==> src/rtl/tube_event_reader.sv <==
// ---------------------------------------------------------------------------
// tube_event_reader
//
// Read-side consumer of the 16-bit tube-hit FIFO. It pulls words from the
// FIFO and drops idle filler (low byte 0xFF) and held/repeated words. It
// decodes the tube address byte into a 0..31 tube index and presents each
// hit on a valid/ready stream, with event-boundary flags and an event number.
//
// Build option:
//   TUBE_SEQ_CHECK_EN  - when defined, a HUNT/COLLECT sequence checker only
//                        forwards hits that form an in-order 0..31 event. It
//                        pulses seq_err on a break. When undefined, every
//                        decoded hit is forwarded and seq_err is tied to 0.
//
// Parameters:
//   BUF_DEPTH   output skid-buffer entries, 2 or 4
//
// Ports:
//   clk100      system clock (also clocks the FIFO read side)
//   CLR_N       asynchronous active-low reset
//   fifo_dout   FIFO word: [15:8] drift time, [7:0] tube address code
//   fifo_empty  FIFO empty flag
//   fifo_valid  fifo_dout valid (one cycle after fifo_rd_en)
//   fifo_rd_en  FIFO read request
//   ev_valid    output hit available
//   ev_ready    downstream accepts the hit
//   ev_tube     tube index {chamber4, layerB, tube[2:0]}
//   ev_time     drift time
//   ev_first    hit is tube 0 (3A0)
//   ev_last     hit is tube 31 (4B7)
//   ev_num      event number of the presented hit
//   bad_cnt     saturating count of undecodable words
//   seq_err     one-cycle pulse on a sequence break
// ---------------------------------------------------------------------------
module tube_event_reader #(
    parameter int BUF_DEPTH = 2
) (
    input  logic        clk100,
    input  logic        CLR_N,
    input  logic [15:0] fifo_dout,
    input  logic        fifo_empty,
    input  logic        fifo_valid,
    output logic        fifo_rd_en,
    output logic        ev_valid,
    input  logic        ev_ready,
    output logic [4:0]  ev_tube,
    output logic [7:0]  ev_time,
    output logic        ev_first,
    output logic        ev_last,
    output logic [15:0] ev_num,
    output logic [7:0]  bad_cnt,
    output logic        seq_err
);

    // Pointer and occupancy widths for a power-of-two buffer of 2 or 4.
    localparam int          PW      = (BUF_DEPTH > 2) ? 2 : 1;
    localparam int          CW      = PW + 1;
    localparam logic [CW:0] DEPTH_L = (CW + 1)'(BUF_DEPTH);

    typedef struct packed {
        logic [4:0] tube;
        logic [7:0] drift;
        logic       first;
        logic       last;
    } hit_t;

    // -----------------------------------------------------------------------
    // Word filter and address decode
    // -----------------------------------------------------------------------
    logic [7:0] code;
    logic [7:0] prev_code_q;
    logic       is_idle;
    logic       is_rep;
    logic       is_ch3;
    logic       is_ch4;
    logic [4:0] dec_idx;
    logic       word_new;
    logic       dec_ok;
    logic       dec_bad;
    logic       accept;

    assign code = fifo_dout[7:0];

    always_comb begin
        is_idle  = (code == 8'hFF);
        is_rep   = (code == prev_code_q);
        is_ch3   = (code[7:4] == 4'hC);
        is_ch4   = (code[7:4] == 4'h2);
        // Tube bits are stored bit-reversed in the code.
        dec_idx  = {is_ch4, code[3], code[0], code[1], code[2]};
        word_new = fifo_valid && !is_idle && !is_rep;
        dec_ok   = word_new && (is_ch3 || is_ch4);
        dec_bad  = word_new && !(is_ch3 || is_ch4);
    end

    // Idle words load 0xFF, and a repeat loads the value already held, so
    // every valid word can simply be captured.
    always_ff @(posedge clk100 or negedge CLR_N) begin
        if (!CLR_N) begin
            prev_code_q <= 8'hFF;
        end else if (fifo_valid) begin
            // NOTE: sequential state is always written with <=, so every
            // flop samples pre-edge values regardless of block order.
            prev_code_q <= code;
        end
    end

    always_ff @(posedge clk100 or negedge CLR_N) begin
        if (!CLR_N) begin
            bad_cnt <= 8'd0;
        end else if (dec_bad && (bad_cnt != 8'hFF)) begin
            bad_cnt <= bad_cnt + 8'd1;
        end
    end

    // -----------------------------------------------------------------------
    // Optional HUNT/COLLECT sequence checker
    // -----------------------------------------------------------------------
`ifdef TUBE_SEQ_CHECK_EN
    typedef enum logic {
        HUNT,
        COLLECT
    } seq_state_t;

    seq_state_t state_q;
    seq_state_t state_d;
    logic [4:0] expect_q;
    logic [4:0] expect_d;
    logic       seq_err_d;
    logic       seq_err_q;

    always_comb begin
        // NOTE: every output of this block gets a default first, so no path
        // leaves a variable unassigned and no latch is inferred.
        state_d   = state_q;
        expect_d  = expect_q;
        accept    = 1'b0;
        seq_err_d = 1'b0;
        if (dec_ok) begin
            unique case (state_q)
                HUNT: begin
                    if (dec_idx == 5'd0) begin
                        accept   = 1'b1;
                        state_d  = COLLECT;
                        expect_d = 5'd1;
                    end
                end
                COLLECT: begin
                    if (dec_idx == expect_q) begin
                        accept = 1'b1;
                        if (dec_idx == 5'd31) begin
                            state_d = HUNT;
                        end else begin
                            expect_d = expect_q + 5'd1;
                        end
                    end else begin
                        seq_err_d = 1'b1;
                        if (dec_idx == 5'd0) begin
                            // A fresh tube 0 restarts the event immediately.
                            accept   = 1'b1;
                            expect_d = 5'd1;
                        end else begin
                            state_d = HUNT;
                        end
                    end
                end
                default: begin
                    state_d = HUNT;
                end
            endcase
        end
    end

    always_ff @(posedge clk100 or negedge CLR_N) begin
        if (!CLR_N) begin
            state_q   <= HUNT;
            expect_q  <= 5'd0;
            seq_err_q <= 1'b0;
        end else begin
            state_q   <= state_d;
            expect_q  <= expect_d;
            seq_err_q <= seq_err_d;
        end
    end

    assign seq_err = seq_err_q;
`else
    assign accept  = dec_ok;
    assign seq_err = 1'b0;
`endif

    // -----------------------------------------------------------------------
    // Output skid buffer and FIFO read control
    // -----------------------------------------------------------------------
    hit_t            buf_q [BUF_DEPTH];
    hit_t            head;
    hit_t            new_hit;
    logic [PW-1:0]   rd_ptr_q;
    logic [PW-1:0]   wr_ptr_q;
    logic [CW-1:0]   count_q;
    logic            inflight_q;
    logic            run_q;
    logic            pop;
    logic [CW:0]     occ;

    always_comb begin
        new_hit.tube  = dec_idx;
        new_hit.drift = fifo_dout[15:8];
        new_hit.first = (dec_idx == 5'd0);
        new_hit.last  = (dec_idx == 5'd31);
    end

    assign head     = buf_q[rd_ptr_q];
    assign ev_valid = (count_q != '0);
    assign pop      = ev_valid && ev_ready;

    // Occupancy counts this cycle's pop so a steadily drained buffer keeps
    // one read in flight every cycle. Reads already in flight are reserved,
    // so the buffer can never overflow.
    assign occ        = {1'b0, count_q} - {{CW{1'b0}}, pop} + {{CW{1'b0}}, inflight_q};
    assign fifo_rd_en = run_q && !fifo_empty && (occ < DEPTH_L);

    always_ff @(posedge clk100 or negedge CLR_N) begin
        if (!CLR_N) begin
            run_q      <= 1'b0;
            inflight_q <= 1'b0;
        end else begin
            run_q      <= 1'b1;
            inflight_q <= fifo_rd_en;
        end
    end

    always_ff @(posedge clk100 or negedge CLR_N) begin
        if (!CLR_N) begin
            // NOTE: the buffer is only a few entries and drives the outputs
            // directly, so it is reset to give all-zero outputs out of reset.
            for (int i = 0; i < BUF_DEPTH; i++) begin
                buf_q[i] <= '0;
            end
            rd_ptr_q <= '0;
            wr_ptr_q <= '0;
            count_q  <= '0;
        end else begin
            if (accept) begin
                buf_q[wr_ptr_q] <= new_hit;
                wr_ptr_q        <= wr_ptr_q + PW'(1);
            end
            if (pop) begin
                rd_ptr_q <= rd_ptr_q + PW'(1);
            end
            count_q <= count_q + CW'(accept) - CW'(pop);
        end
    end

    always_ff @(posedge clk100 or negedge CLR_N) begin
        if (!CLR_N) begin
            ev_num <= 16'd0;
        end else if (pop && head.last) begin
            ev_num <= ev_num + 16'd1;
        end
    end

    assign ev_tube  = head.tube;
    assign ev_time  = head.drift;
    assign ev_first = head.first;
    assign ev_last  = head.last;

endmodule

==> config.mk <==
export PLATFORM = sky130hd
export DESIGN_NAME = tube_event_reader
export DESIGN_NICKNAME = d
export VERILOG_FILES = /design/src/rtl/tube_event_reader.sv
export SDC_FILE = /design/constraint.sdc
export NUM_CORES = 1
export LEC_CHECK = 0
export ABC_AREA = 1
export CAP_MARGIN = 40
export CORE_MARGIN = 4
export CORE_UTILIZATION = 50
export CTS_CLUSTER_SIZE = 10
export DETAILED_ROUTE_END_ITERATION = 8
export PLACE_DENSITY = 0.77
export SETUP_SLACK_MARGIN = 0.3
export SYNTH_ARGS = -nofsm -noshare
export SYNTH_HDL_FRONTEND = slang
export SYNTH_SLANG_ARGS = --single-unit
==> constraint.sdc <==
create_clock -name clk100 -period 2.5 [get_ports clk100]
set_clock_uncertainty 0.05 [all_clocks]
set_input_delay 0.375 -clock clk100 [delete_from_list [all_inputs] [get_ports clk100]]
set_output_delay 0.375 -clock clk100 [all_outputs]
set_load 0.01 [all_outputs]
---- Word level (Yosys, flattened, before mapping) ----
Index checks and enable logic that the tools add are counted.
cells by class
  $add $sub $neg .......................... 8
  $lt $le $gt $ge ......................... 4
  equal/unequal tests ..................... 6
  mux-type cells .......................... 6
  bitwise operators ....................... 2
  reductions and logical operators ........ 17
operator list
  kind                   count
  $mux 15                4
  $bwmux 30              1
  $add 16x1->16 const B  1
  $demux 15 s1           1
  $logic_and 1x1->1      10
  $add 8x1->8 const B    1
  $eq 8x8->1             1
  $eq 8x8->1 const B     1
  $ne 8x8->1 const B     1
  $eq 5x5->1 const B     1
  $logic_not 5->1        1
  $eq 4x2->1 const B     1
  $eq 4x4->1 const B     1
  $ge 2x2->1 const B     2
  $logic_not 1->1        4
  $not 1->2              2
  $add 3x1->3            1
  $lt 3x2->1 const B     1
  $sub 2x1->3            1
  $add 1x1->1 const B    2
  $add 2x1->2            1
  $lt 2x1->1 const B     1
  $reduce_bool 2->1      1
  $sub 2x1->2            1
  $logic_or 1x1->1       1
word-level totals
  bits in registers ....................... 68
  output and inout bits ................... 42
  logic and storage cells ................. 59

---- Longest topological paths before layout ----
Gate-level depths: netlist of run 1.
  depth in word-level cells ............... 7
  gate-level depth with buffers ........... 12

---- Worst setup path before layout of run 1 ----
No wires, ideal clock.
  kind .................................... register to output
  start point ............................. register count_q[1]
  end point ............................... output port fifo_rd_en
  arrival time ............................ 1842 ps
  data required time ...................... 2075 ps
  path slack .............................. 233 ps
  cell stages (with the launch flop) ...... 9
  path through ............................ dfrtp_1 inv_2 a21oi_4 inv_1 nor2_1 o21ai_0 fa_1 nand2_1 nor3_1
between the ends
  longest elaborated chain between the ends .. 6
ends and longest elaborated chain
  item                    RTL line  source
  from (decl)             200       logic [CW-1:0] count_q;
  from (signal assigned)  251       count_q <= count_q + CW'(accept) - CW'(pop);
  $reduce_bool 2->1       214       assign ev_valid = (count_q != '0);
  $logic_and 1x1->1       215       assign pop = ev_valid && ev_ready;
  $sub 2x1->3 *           220       assign occ = {1'b0, count_q} - {{CW{1'b0}}, pop} + {{CW{1'b0}}, inflight_q};
  $add 3x1->3 *           220
  $lt 3x2->1 *            221       assign fifo_rd_en = run_q && !fifo_empty && (occ < DEPTH_L);
  $logic_and 1x1->1 *     221
  to (decl)               43        output logic fifo_rd_en,
Mark *: on every way between the ends. The rest lies on a longest branch, timed or not.

---- Final worst setup path of run 1 ----
  start point ............................. register count_q[0]
  end point ............................... output port fifo_rd_en
Same word-level chain as after synthesis.

==> run summary, run 1 <==
The final reports fail on negative hold slack. TritonCTS built the clock tree. The buffer type at the clock tree root is clkbuf_8. The signed area change from the synthesized netlist to the final layout came out at 26.8%. The total number of vias is 3177, and the count of maximum capacitance violations is 0. The worst setup path is launched from a flop. The final critical-path required period is 2.46 ns.

The number of hold violations in the final report is 1, and the data arrival time of the critical path is 2.03 ns. The peak fanout along the critical path came out at 4. The number of buffers inserted by port buffering is 61, and the routed wirelength normalized by instance count is 12.6 um. The total CTS buffers was 9; the final estimated routing congestion in global placement was 0.830.

The run gives 0 as the max-slew violation count. The synthesized netlist net count was 484. The ratio of total power to cell area was 775 nW/um^2; the final instance count without filler cells was 629.

Wires add up to 7930 um. The first global-routing pass estimated 14100 um of wire. Summed over all nets, the half-perimeter wirelength after detailed placement is 5560 um. For the number of buffers on the longest clock path, the log shows 2. Static timing analysis puts the maximum clock frequency at 0.407 GHz. The tools report the initial antenna violation count as 0. The clock drives 68 sinks.

Measured on the finished design, the core utilization comes to 66.3%. The remaining antenna violation count was 0; the area of the die was 8640 sq um. For the number of setup violations in the final report, the log shows 0. STA classifies the critical path endpoint as a primary output.

The I/O pin total is 63, and the total global-route track usage is 20.2%. Sequential cells were found to cover 47.4% of the synthesized design area. The clock transition time at the flip-flop clock pins of the worst setup and hold paths was 0.07 ns. Data on the critical path is required at its endpoint by 2.08 ns.

The pin count of the biggest net entering global routing was 69; the initial core utilization was 52.2%. In this run, distinct cell masters in the synthesized netlist total 30. The number of storage elements in the synthesis netlist is 68. The design draws 3550 uW. The sum of negative setup slack came out at 0 ns. The tools report the count of standard-cell rows as 30.

The clock tree synthesis step divided the H-tree into 3 levels. In this run the static leakage power is 0.00232 uW. The via count of the first global-routing pass came out at 3132. After synthesis the cells add up to 3610 sq um. Dividing the final minimum period by the clock period gives 98.2%.

The worst ir drop on vdd came out at 521 uV. Averaged over all synthesized cells, the footprint is 7.86 sq um. For flop-to-flop paths, the worst setup slack is 0.64 ns.

The number of nets at the end of the flow was 554; the x dimension of the die was 93.0 um. The worst setup path is of the reg -> out kind. During synthesis, Yosys emitted a total of 0 warnings. The insertion delay to the later sink of the worst-skew pair is 0.34 ns.

The die is 93.0 um tall. Global routing finished with a remaining overflow of 0. 0 antenna diodes ended up in the layout. The area inside the core boundary was 6910 sq um; the number of violations reported at the end of detailed-routing iteration 0 was 166.

The run finished, with violations left. Before antenna repair, the detailed router went through 4 iterations. Dividing the detail-routed via count by the number of cells gives 5.05. The final hold slack is -0.0000659 ns. The layout cell share with drive strength beyond 1 is 12.2%.

For this design, the CTS-stage hold fixing added 0 buffers. Setup repair after global routing could not meet its margin everywhere. In the routed design, unresolved DRC markers number 0. Once placement completed, the tool counted placed cells totaling 611. The path type of the worst min-delay path was in -> async. The number of instances in the synthesized netlist came out at 459.
[power breakdown]
group          internal (uW)  switching (uW)  leakage, uW  total, uW
registers               1310             167     0.000864       1480
clock network            452             402    0.0000959        854
logic                    591             624      0.00136       1210
[worst paths after layout]
| path | from | endpoint | cells after the start |
|---|---|---|---|
| worst max register to register | bad_cnt[1]$_DFFE_PN0P_ | bad_cnt[5]$_DFFE_PN0P_ | 7 |
| worst min-delay path | CLR_N | buf_q[22]$_DFFE_PN0P_ | 2 |
| worst min register to register | buf_q[25]$_DFFE_PN0P_ | buf_q[25]$_DFFE_PN0P_ | 2 |
| min in group clk100 | buf_q[25]$_DFFE_PN0P_ | buf_q[25]$_DFFE_PN0P_ | 2 |
| max in group asynchronous | CLR_N | prev_code_q[2]$_DFFE_PN1P_ | 2 |
| worst max-delay path | count_q[0]$_DFF_PN0_ | fifo_rd_en | 9 |
[synth_stat cells (all sizes together)]
cell type	count	share of area [%]
xnor2	9	2.2
dfstp	8	5.8
nor2	25	2.8
conb	2	0.21
inv	40	4.2
ha	3	1.0
fa	1	0.55
xor2	14	3.4
and2	1	0.17
buf	10	1.8
a21boi	2	0.52
o21ai	12	1.7
nand2	202	21
dfrtp	60	42
nor3	10	2.1
clkbuf	8	0.83
nand4	43	8.3
nand3	8	1.1
a21oi	1	0.45
[area by class of cell]
type                    count  area (sq um)
fillers                   606          2330
flip-flops and latches     68          1710
multi-input cells         333          1670
inverters                  40           158
clock buffers              10           128
repair buffers             77           736
clock inverters             5          53.8
well taps                  96           120
[critical path, cell delays in order, from the launching register on]
cell	delay, ns
dfrtp_1	0.40
inv_2	0.08
a21oi_4	0.06
buf_6	0.13
nor2_2	0.11
o21ai_2	0.06
fa_1	0.47
nand2_1	0.06
nor3_2	0.17
buf_2	0.16
[kinds of logic (layout without fill, tap and decap cells)]
kind of cell,count (synthesis),in the layout,share of synthesized area [%]
xor gates and xnor gates,23,23,5.58
other,2,2,0.208
AOI/OAI and AO/OA,15,15,2.64
adders and majority gates,4,4,1.60
DFF,68,68,47.4
buffers and inverters,58,132,6.90
and+or+nand+nor,289,289,35.6
[layout by cell type (no fill, tap or decap), types with 2 or more instances in the layout]
| master | count |
|---|---|
| nand2_1 | 200 |
| dfrtp_1 | 59 |
| clkdlybuf4s50_1 | 58 |
| nand4_1 | 41 |
| inv_1 | 32 |
| nor2_1 | 21 |
| xor2_1 | 14 |
| buf_4 | 14 |
| o21ai_0 | 11 |
| xnor2_1 | 9 |
| clkbuf_8 | 9 |
| nand3_1 | 8 |
| dfstp_2 | 8 |
| inv_2 | 6 |
| nor3_1 | 5 |
| nor3_2 | 4 |
| ha_1 | 3 |
| clkinv_2 | 3 |
| nor2_2 | 2 |
| nand2_2 | 2 |
| nor2_4 | 2 |
| nand4_4 | 2 |
| conb_1 | 2 |
| buf_2 | 2 |
[per-layer routing]
metal	up-vias	part of all wire, %	global-route usage (%)
li1	1603	-	-
met1	1496	46	26.5
met2	70	48	32.9
met3	8	4.6	4.55
met4	0	1.3	6.84
met5	-	0	0
[metrics by stage]
stage	area [sq um]	setup slack, ns
2_1_floorplan	3610	0.322
3_5_place_dp	4360	-0.538
3_3_place_gp	4360	-0.454
6_report	4580	0.0446
4_1_cts	4550	-0.00229
5_1_grt	4580	-0.116
[timing repair]
item,in CTS,in global routing
pin swaps,5,3
setup buffers,1,2
setup endpoints to repair,16,10
resized for setup,14,3
[flip-flops by register name (all words and copies together) (netlist names)]
register	cells
rd_ptr_q	1
bad_cnt	8
run_q	1
ev_num	16
count_q	2
prev_code_q	8
buf_q	30
inflight_q	1
wr_ptr_q	1
Power figures use the tool's default switching activity.
==> run 2: changes to the inputs <==
Settings changed: CORE_UTILIZATION 50 to 53, PLACE_DENSITY 0.77 to 0.81.
==> run 2 against run 1 <==
  * The flow now finishes without violations
  * Critical path depth stayed put
  * Non-clock buffer count up 3
  * Die area decreased by 5.2%
  * Utilization up 4.8 points
  * First-iteration DRC count is 29% higher
  * Setup slack got worse by 0.0037 ns
  * Combinational power up 5%
  * Global-route usage up 0.69 points
==> run summary, run 2 (synthesis results as in run 1) <==
For the standby leakage power, the log shows 0.00236 uW (was 0.00232 uW). The number of cells on the worst hold path came out at 2. The placed standard-cell area is 4330 sq um (was 4360 sq um).

Leading cell type in the layout, fill and taps excluded: nand2_1 (unchanged). Switching power of the nets: 1250 uW (was 1190 uW). Slew at the pin closest to its max-slew limit: 0.583 ns. Count of standard-cell rows: 29 (was 30). The period utilization is 98.4% (was 98.2%). The path type of the worst min-delay path was reg -> reg (was in -> async).

The number of flip-flops in the largest register is 30 (unchanged), and the final estimated routing congestion in global placement is 0.846 (was 0.830). The via count of the first global-routing pass is 2997 (was 3132), and the buffering stage count on the worst path with inverters included is 3 (unchanged). The logs give 25.1% (was 24.1%) for the clock share of power and 40.4% (was 41.7%) for the sequential share of power. The count of maximum capacitance violations is 0 (unchanged). The logs give 0 (unchanged) for the antenna cell count and 6490 sq um (was 6910 sq um) for the area inside the core boundary. The number of buffers on the longest clock path was 2 (unchanged); the final critical-path required period was 2.46 ns (about the same). The required time of the critical path came out at 2.08 ns (about the same). Remaining antenna violation count: 0 (unchanged). For the total CTS buffers, the log shows 9 (unchanged).

The number of buffers inserted by port buffering was 61 (unchanged). The buffer type at the clock tree root is clkbuf_8 (unchanged). Commonest non-fill, non-tap cells in the layout: nand2_1, dfrtp_1, clkdlybuf4s50_1, nand4_1, inv_1 (unchanged). The number of hold violations in the final report was 0 (was 1).

The critical path's largest stage delay is 0.47 ns (about the same). The number of violations reported at the end of detailed-routing iteration 0 is 214 (was 166). The data arrival time of the critical path is 2.03 ns (about the same), and the internal cell power is 2420 uW (was 2360 uW). The number of stages on the worst setup path was 9 (unchanged). Master of the slowest instance on the critical path: fa_1 (unchanged). Regs by FF count: buf_q (30), ev_num (16) (unchanged). The tools report the launch point of the worst hold path as buf_q[24]$_DFFE_PN0P_. Routed wirelength normalized by instance count: 13.5 um (was 12.6 um). The signed area change from the synthesized netlist to the final layout was 27.9% (was 26.8%). The tools report the end of the worst register-to-register path as inflight_q$_DFF_PN0_ (was bad_cnt[5]$_DFFE_PN0P_). The total power draw is 3670 uW (was 3550 uW). The clock transition time at the flip-flop clock pins of the worst setup and hold paths is 0.08 ns (was 0.07 ns). Cell family contributing the most delay on the critical path: adder cells (unchanged). The HPWL reported at the end of detailed placement is 5520 um (was 5560 um), and the die outline height is 90.5 um (was 93.0 um). The number of setup violations in the final report is 0 (unchanged). The max-slew violation count is 0 (unchanged), and the total grt overflow is 0 (unchanged). The switching part of the total came out at 34.0% (was 33.6%). The logs give 55.6% (was 52.2%) for the initial core utilization and 8190 sq um (was 8640 sq um) for the area of the die.

The wire length reported by the detailed router is 8300 um (was 7930 um). The run finished with clean final reports. The initial antenna violation count is 0 (unchanged). The tools report the I/O pin total as 63 (unchanged). The endpoint kind of the worst setup timing path was a primary output (unchanged). Sort of element at the start of the critical path: a flop (unchanged). The tools report the critical register-to-register path startpoint as count_q[1]$_DFF_PN0_ (was bad_cnt[1]$_DFFE_PN0P_). The first-pass iteration count of the detailed router came out at 4 (unchanged). The maximum clock frequency is 0.407 GHz (about the same), and the worst slew margin relative to its limit is 61.1%. The number of levels in the clock H-tree is 3 (unchanged).

The total global-route track usage was 20.9% (was 20.2%). The run gives 3192 (was 3177) as the total number of vias. The clock sink count was 68 (unchanged); the ratio of total power to cell area was 796 nW/um^2 (was 775 nW/um^2). The minimum setup slack among reg-to-reg paths came out at 0.65 ns (was 0.64 ns). The classification of the worst setup path was reg -> out (unchanged). The layout cell share with drive strength beyond 1 is 12.8% (was 12.2%), and the proportion of power drawn by combinational gates is 34.5% (was 34.2%).

The run gives 558 (was 554) as the number of nets at the end of the flow. Pin count of the biggest net entering global routing: 47 (was 69). For the final instance area, the log shows 4620 sq um (was 4580 sq um). The peak fanout along the critical path works out to 4 (unchanged).

Setup repair after global routing could not meet its margin everywhere. The count of unresolved DRC violations after routing was 0 (unchanged); the number of cells traversed by the worst register-to-register path was 10 (was 7). TritonCTS built the clock tree. The x dimension of the die came out at 90.5 um (was 93.0 um). Series of cell instances along the critical path: inv_2, a21oi_4, buf_6, nor2_4, o21ai_2, fa_1, nand2_1, nor3_2, buf_2 (was inv_2, a21oi_4, buf_6, nor2_2, o21ai_2, fa_1, nand2_1, nor3_2, buf_2).

The average vias per placed instance was 5.19 (was 5.05). Largest register by flop count: buf_q (unchanged). For the share of the core filled with cells in the final layout, the log shows 71.1% (was 66.3%).

The run gives 0.34 ns (about the same) as the insertion delay to the later sink of the worst-skew pair. Terminating pin of the worst hold path: buf_q[24]$_DFFE_PN0P_. The worst ir drop on vdd was 510 uV (was 521 uV); the first-pass GRT wire length was 14100 um (about the same).
[run 2: cell type report]
type / instances / area, sq um
Timing Repair Buffer: 80 / 767
Timing Repair inverter: 1 / 7.51
Sequential cell: 68 / 1710
Multi-Input combinational cell: 333 / 1670
Clock buffer: 11 / 141
Inverter: 40 / 155
Fill cell: 494 / 1880
Tap cell: 77 / 96.3
Clock inverter: 5 / 61.3
[run 2: worst max-delay path by stage]
stage	start	end	slack [ns]
final	count_q[1]$_DFF_PN0_	fifo_rd_en	0.04
after global routing	count_q[1]$_DFF_PN0_	fifo_rd_en	-0.05
after CTS	count_q[0]$_DFF_PN0_	fifo_rd_en	-0.004
after detailed placement	ev_ready	fifo_rd_en	-0.50
after global placement	ev_ready	fifo_rd_en	-0.46
after floorplan	count_q[1]$_DFF_PN0_	fifo_rd_en	0.32
[run 2: power by group through the flow]
stage / logic [uW] / registers, uW / clock network [uW]
floorplan: 647 / 1460 / 0
global placement: 1140 / 1480 / 0
detailed placement: 1170 / 1490 / 0
CTS: 1220 / 1480 / 938
global route: 1400 / 1510 / 990
finish: 1270 / 1490 / 921
[run 2: routing by layer]
metal	up-vias	GRT usage [%]	part of all wire, %
li1	1601	-	-
met1	1481	28.7	46
met2	99	32.4	48
met3	11	4.08	4.5
met4	0	8.29	1.4
met5	-	0	0
[run 2: through the flow]
| step | TNS [ns] | hold slack (ns) | setup WS, ns | std cells |
|---|---|---|---|---|
| 3_5_place_dp | -0.504 | 0.352 | -0.504 | 592 |
| 3_3_place_gp | -0.461 | 0.340 | -0.461 | 592 |
| 2_1_floorplan | 0 | 0.0294 | 0.322 | 459 |
| 6_report | 0 | 0.432 | 0.0409 | 615 |
| 5_1_grt | -0.0528 | 0.450 | -0.0528 | 615 |
| 4_1_cts | -0.00394 | 0.435 | -0.00394 | 613 |
[run 2: timing repair]
item,4_1_cts,5_1_grt
buffers inserted,3,2
gates resized for setup,11,8
pin swaps,3,4
setup endpoints to repair,16,11
endpoints found under the hold margin,14,0
hold buffers,1,0
cloned,1,0
[run 2: worst min-delay path: cells and delay by family, from the launching register on]
family,cells,cell delay (ns)
AND/OR/NAND/NOR,2,0.10
flip-flops,1,0.34
